`src/rtl/core_pkg.sv`:
```
// Shared definitions for the core's pipeline control blocks:
// the freeze-FSM state type and default widths.
package core_pkg;

  localparam int REG_W = 3;
  localparam int CNT_W = 16;

  typedef enum logic [1:0] {
    RUN      = 2'd0,
    MEM_WAIT = 2'd1,
    HALTED   = 2'd2
  } state_e;

endpackage

```
`src/rtl/sat_counter.sv`:
```
// Up-counter that sticks at all-ones, with synchronous active-high clear.
module sat_counter #(
  parameter int W = 16
) (
  input  logic         clk,
  input  logic         rst,
  input  logic         en,
  output logic [W-1:0] count
);

  // NOTE: sequential state is written with <= only, so every always_ff reads
  // pre-edge values regardless of evaluation order.
  always_ff @(posedge clk) begin
    if (rst) begin
      count <= '0;
    end else if (en && (count != '1)) begin
      count <= count + 1'b1;
    end
  end

endmodule

```
`src/rtl/hazard_ctrl.sv`:
```
// Pipeline hazard / stall controller: load-use bubbles, branch flushes,
// fetch and data-memory stalls, HALT freeze, plus two performance counters.
module hazard_ctrl #(
  parameter int CNT_W = core_pkg::CNT_W,
  parameter int REG_W = core_pkg::REG_W
) (
  input  logic             clk,
  input  logic             rst,
  input  logic [REG_W-1:0] ID_Rs,
  input  logic [REG_W-1:0] ID_Rt,
  input  logic             ID_useRs,
  input  logic             ID_useRt,
  input  logic [REG_W-1:0] ID_EX_Rd,
  input  logic             ID_EX_memRead,
  input  logic             ID_EX_regWrite,
  input  logic             branch_taken_EX,
  input  logic             imem_stall,
  input  logic             dmem_req,
  input  logic             dmem_done,
  input  logic             halt_WB,
  output logic             pc_write,
  output logic             pc_sel_branch,
  output logic             IF_ID_write,
  output logic             ID_EX_write,
  output logic             EX_MEM_write,
  output logic             MEM_WB_write,
  output logic             IF_ID_flush,
  output logic             ID_EX_flush,
  output logic             halted,
  output logic [CNT_W-1:0] stall_cycles,
  output logic [CNT_W-1:0] flush_count
);

  import core_pkg::*;

  state_e state, state_next;
  logic   load_use;
  logic   mem_wait;
  logic   branch_fire;
  logic   stall_en;

  assign load_use = ID_EX_memRead && ID_EX_regWrite &&
                    ((ID_useRs && (ID_Rs == ID_EX_Rd)) ||
                     (ID_useRt && (ID_Rt == ID_EX_Rd)));
  assign mem_wait = dmem_req && !dmem_done;

  // NOTE: reset is synchronous; the state register only needs the clock edge.
  always_ff @(posedge clk) begin
    if (rst) begin
      state <= RUN;
    end else begin
      state <= state_next;
    end
  end

  // Priority mux: the first matching rule owns every output.
  // NOTE: every output gets a default first, so no path through the
  // if-chain can leave one unassigned and infer a latch.
  always_comb begin
    pc_write      = 1'b1;
    pc_sel_branch = 1'b0;
    IF_ID_write   = 1'b1;
    ID_EX_write   = 1'b1;
    EX_MEM_write  = 1'b1;
    MEM_WB_write  = 1'b1;
    IF_ID_flush   = 1'b0;
    ID_EX_flush   = 1'b0;
    halted        = 1'b0;
    branch_fire   = 1'b0;
    state_next    = state;

    if (rst) begin
      pc_write     = 1'b0;
      IF_ID_write  = 1'b0;
      ID_EX_write  = 1'b0;
      EX_MEM_write = 1'b0;
      MEM_WB_write = 1'b0;
      IF_ID_flush  = 1'b1;
      ID_EX_flush  = 1'b1;
      state_next   = RUN;
    end else if ((state == HALTED) || halt_WB) begin
      pc_write     = 1'b0;
      IF_ID_write  = 1'b0;
      ID_EX_write  = 1'b0;
      EX_MEM_write = 1'b0;
      MEM_WB_write = 1'b0;
      halted       = 1'b1;
      state_next   = HALTED;
    end else if (((state == MEM_WAIT) && !dmem_done) ||
                 ((state == RUN) && mem_wait)) begin
      pc_write     = 1'b0;
      IF_ID_write  = 1'b0;
      ID_EX_write  = 1'b0;
      EX_MEM_write = 1'b0;
      MEM_WB_write = 1'b0;
      state_next   = MEM_WAIT;
    end else begin
      // Pipeline moves this cycle; a finishing data access releases the freeze.
      state_next = RUN;
      if (branch_taken_EX) begin
        pc_sel_branch = 1'b1;
        IF_ID_flush   = 1'b1;
        ID_EX_flush   = 1'b1;
        branch_fire   = 1'b1;
      end else if (load_use || imem_stall) begin
        pc_write    = 1'b0;
        IF_ID_write = 1'b0;
        ID_EX_flush = 1'b1;
      end
    end
  end

  assign stall_en = !rst && !pc_write && (state != HALTED) && !halt_WB;

  sat_counter #(.W(CNT_W)) u_stall_cnt (
    .clk   (clk),
    .rst   (rst),
    .en    (stall_en),
    .count (stall_cycles)
  );

  sat_counter #(.W(CNT_W)) u_flush_cnt (
    .clk   (clk),
    .rst   (rst),
    .en    (branch_fire),
    .count (flush_count)
  );

endmodule

```
`config.mk`:
```
export PLATFORM = sky130hd
export DESIGN_NAME = hazard_ctrl
export DESIGN_NICKNAME = d
export VERILOG_FILES = /design/src/rtl/core_pkg.sv /design/src/rtl/sat_counter.sv /design/src/rtl/hazard_ctrl.sv
export SDC_FILE = /design/constraint.sdc
export NUM_CORES = 1
export LEC_CHECK = 0
export CELL_PAD_IN_SITES_DETAIL_PLACEMENT = 1
export CELL_PAD_IN_SITES_GLOBAL_PLACEMENT = 1
export CORE_UTILIZATION = 33
export CTS_CLUSTER_DIAMETER = 200
export DETAILED_ROUTE_END_ITERATION = 10
export GPL_TIMING_DRIVEN = 0
export PLACE_DENSITY = 0.9
export SYNTH_ARGS = -nofsm -noshare
export SYNTH_HDL_FRONTEND = slang
export SYNTH_SLANG_ARGS = --single-unit
```
`constraint.sdc`:
```
create_clock -name clk -period 2.18 [get_ports clk]
set_input_delay 0.327 -clock clk [delete_from_list [all_inputs] [get_ports clk]]
set_output_delay 0.327 -clock clk [all_outputs]
set_load 0.05 [all_outputs]
```
==> qor.csv, run 1 <==
stage,metric,value,unit
drt,Routed Antenna Nets,0,
clocking,clock tree buffer depth,2,
floorplanning,die area,5790,µm²
cells_and_area,FF+latch area,683.2,µm²
synthesis,Post-synth top cells,"34 x dfxtp_1, 31 x nor2_1, 15 x nand2_1",
synthesis,"Seq/Total Area, Yosys",37.57,%
worst_hold_path,HP Class,register to register,
sta,max_slew headroom,62.04,%
placement,Final Wtd Congestion,0.8087,
status,violated checks,negative setup slack,
clocking,htree depth,2,
setup_path,CP required,2.36,ns
sta,actual slew at the worst max-slew pin,0.5693,ns
sta,Final Setup Violations,1,
clocking,CTS tree,built,
job,Max-Cap Viols,0,
power_and_ir_drop,switching pwr,0.3810,mW
power_and_ir_drop,Comb power frac,15.3,%
status,outcome,"finished, violations left",
global_route,vias in the first global route,2012,
floorplanning,Die Wd,76.10,µm
global_route,global-route wire length before repair,9825,µm
cells_and_area,final non-filler cell total,355,
sta,crit path time final,2.197,ns
drt,DR vias/cell,5.417,
global_route,global route overflow,0,
cells_and_area,Final nets,306,
floorplanning,Starting Density,34.81,%
setup_path,Worst Setup End Kind,register,
synthesis,top_reg_cell synth,dfxtp_1,
cells_and_area,area of the multi-input gates,1194,µm²
synthesis,Mapped Area,1812,µm²
synthesis,synth unique cells,45,
power_and_ir_drop,Clock Power Share,40.6,%
synthesis,#FFs+latches synth,34,
synthesis,Async SR Flop Fraction,0,%
drt,routed vias,1923,
power_and_ir_drop,Reg power frac,44.1,%
synthesis,number of synthesized flops with an enable pin,0,
placement,DP Cell Count,340,
synthesis,Synth top area share,37.57,%
global_route,largest net degree at the start of global routing,11,
sta,clock skew,0.003377,ns
synthesis,Synth area leader,dfxtp_1,
global_route,GRT Total Usage,21.28,%
drt,Detailed Routing Iterations Pass 1,4,
cells_and_area,fillcell total,605,
sta,final setup margin,-0.01691,ns
floorplanning,core box area,5205,µm²
setup_path,CP Launch Type,input port,
power_and_ir_drop,Int Power,1.060,mW
sta,Slew Limit Fails,0,
power_and_ir_drop,PD cells,511.2,nW/µm²
sta,unrepaired setup endpoints after global routing,true,
cells_and_area,layout cell share with drive strength beyond 1,20.35,%
sta,fmax,455.2,MHz
power_and_ir_drop,Sw Ratio,26.44,%
setup_path,"Arr. time, crit path",2.38,ns
power_and_ir_drop,total power,1.441,mW
placement,post-DP HPWL,4252,µm
setup_path,crit path max fanout,8,
sta,final worst path period share,100.8,%
clocking,Worst-Skew Late Latency,0.29,ns
cells_and_area,Antenna Cells,0,
sta,Min Hold Slack,0.4909,ns
setup_path,WS Path Type,input port to register,
sta,TNS Setup,-0.01691,ns
placement,dpl ws,-0.9064,ns
synthesis,top-count cell post-synth,dfxtp_1,
sta,Final Hold Fails,0,
clocking,CTS Buf Count,5,
floorplanning,Die Y,76.10,µm
global_route,initial antenna violation count,0,
power_and_ir_drop,leakage,1.038,nW
floorplanning,I/O pin cnt,61,
power_and_ir_drop,maximum vdd drop,0.2439,mV
drt,Remaining DRCs,0,
floorplanning,Core Rows,26,
drt,drt initial violations,63,
synthesis,Avg Synthesized Cell Area,8.627,µm²
synthesis,synthesized instance count,210,
clocking,clock root buffer,clkbuf_8,
synthesis,"Net Count, Synth",232,
synthesis,synth warn,0,
drt,Routed WL,6641,µm
placement,port bufs,60,
clocking,clk slew on worst S/H paths,0.07,ns
cells_and_area,"Area growth, synth to finish",55.59,%
clocking,CTS sink count,34,
drt,DR WL/cell,18.71,µm
synthesis,Synth area leaders,"dfxtp_1 38%, nor2_1 6.4%, xor2_1 6.3%",
==> flip-flops by register name, summed over array words and instances, names as in the netlist <==
register           cells
u_flush_cnt.count     16
state                  2
u_stall_cnt.count     16
==> final timing paths <==
kind	startpoint	end	slack (ns)	cells after the start
worst max-delay path	ID_Rs[1]	u_stall_cnt.count[15]$_SDFFE_PP0P_	-0.02	9
worst min-delay path	u_stall_cnt.count[5]$_SDFFE_PP0P_	u_stall_cnt.count[5]$_SDFFE_PP0P_	0.49	2
worst max register to register	u_stall_cnt.count[0]$_SDFFE_PP0P_	u_stall_cnt.count[15]$_SDFFE_PP0P_	0.05	8
worst min register to register	u_stall_cnt.count[5]$_SDFFE_PP0P_	u_stall_cnt.count[5]$_SDFFE_PP0P_	0.49	2
==> worst max-delay path, stage by stage <==
cell and delay (ns):
clkdlybuf4s50_1 0.47, xnor2_1 0.12, and4_4 0.26, buf_4 0.12
o2111ai_4 0.12, and2_4 0.20, buf_6 0.13, o311a_2 0.40
a31o_2 0.22
==> cells by family (layout without fill, tap and decap cells) <==
family                     after synthesis  in the layout  synth area share [%]
DFF                                     34             34                 37.57
AOI/OAI and AO/OA                       31             31                 12.57
and+or+nand+nor                        103            103                 30.94
muxes                                    3              3                 1.727
buffers and inverters                   13             88                 4.212
xor gates and xnor gates                24             24                 11.60
adders and majority gates                2              2                 1.381
==> per-layer routing <==
layer	up-vias	track usage [%]	wire length, µm
met2	58	38.91	3566
met3	11	5.030	237
met4	0	8.462	121
li1	900	-	-
met1	954	23.62	2716
met5	-	0	0
==> final cells by class <==
| class | instances | share of cell area [%] |
|---|---|---|
| multi-input cells | 163 | 42.34 |
| flip-flops and latches | 34 | 24.23 |
| repair buffers | 67 | 23.57 |
| well taps | 70 | 3.107 |
| clock buffers | 7 | 2.708 |
| plain buffers | 10 | 2.574 |
| clock inverters | 1 | 1.065 |
| inverters | 3 | 0.3995 |
==> repair_timing <==
item                                   CTS  global route
resized for setup                       52            24
setup endpoints to repair               24            20
endpoints found under the hold margin    0             0
setup buffers                            0             7
hold buffers                             0             0
pin swaps                                1            11
==> cell usage in the layout (no fill, tap or decap), types with 3 or more instances in the layout <==
cell type	Yosys	routed
or4_1	4	4
clkbuf_1	3	4
dfxtp_1	34	32
nor2_1	31	29
inv_1	3	3
and4_1	7	6
clkbuf_8	0	5
o21ai_0	3	3
clkdlybuf4s15_2	0	4
clkdlybuf4s50_1	0	42
xnor2_1	11	11
buf_6	2	5
nand4_1	7	7
dlymetal6s2s_1	0	7
nand2b_1	3	3
nor4_4	0	3
nand3_1	14	14
a21oi_1	8	8
o31ai_1	4	4
xor2_1	13	13
buf_2	1	4
buf_4	3	10
nand2_1	15	14
and3_1	3	3
==> metrics by stage <==
step	util, %	area, µm²
global placement	48.13	2505
detailed placement	48.13	2505
global route	54.16	2819
CTS	50.94	2651
finish	54.16	2819
floorplan	-	1817
==> power groups by stage <==
| stage | Combinational, mW | Clock (mW) | Sequential [mW] |
|---|---|---|---|
| 2_1_floorplan | 0.102 | 0 | 0.656 |
| 3_3_place_gp | 0.189 | 0 | 0.648 |
| 3_5_place_dp | 0.194 | 0 | 0.648 |
| 4_1_cts | 0.198 | 0.591 | 0.634 |
| 5_1_grt | 0.231 | 0.625 | 0.636 |
| 6_report | 0.221 | 0.585 | 0.635 |
Note: power is estimated with default switching activity, not from simulation.
==> run 2, diff against run 1 <==
CAP_MARGIN = 20   (was not set)
==> results of run 2 <==
Same layout as run 1: the final DEF is identical, and so are final timing and power.
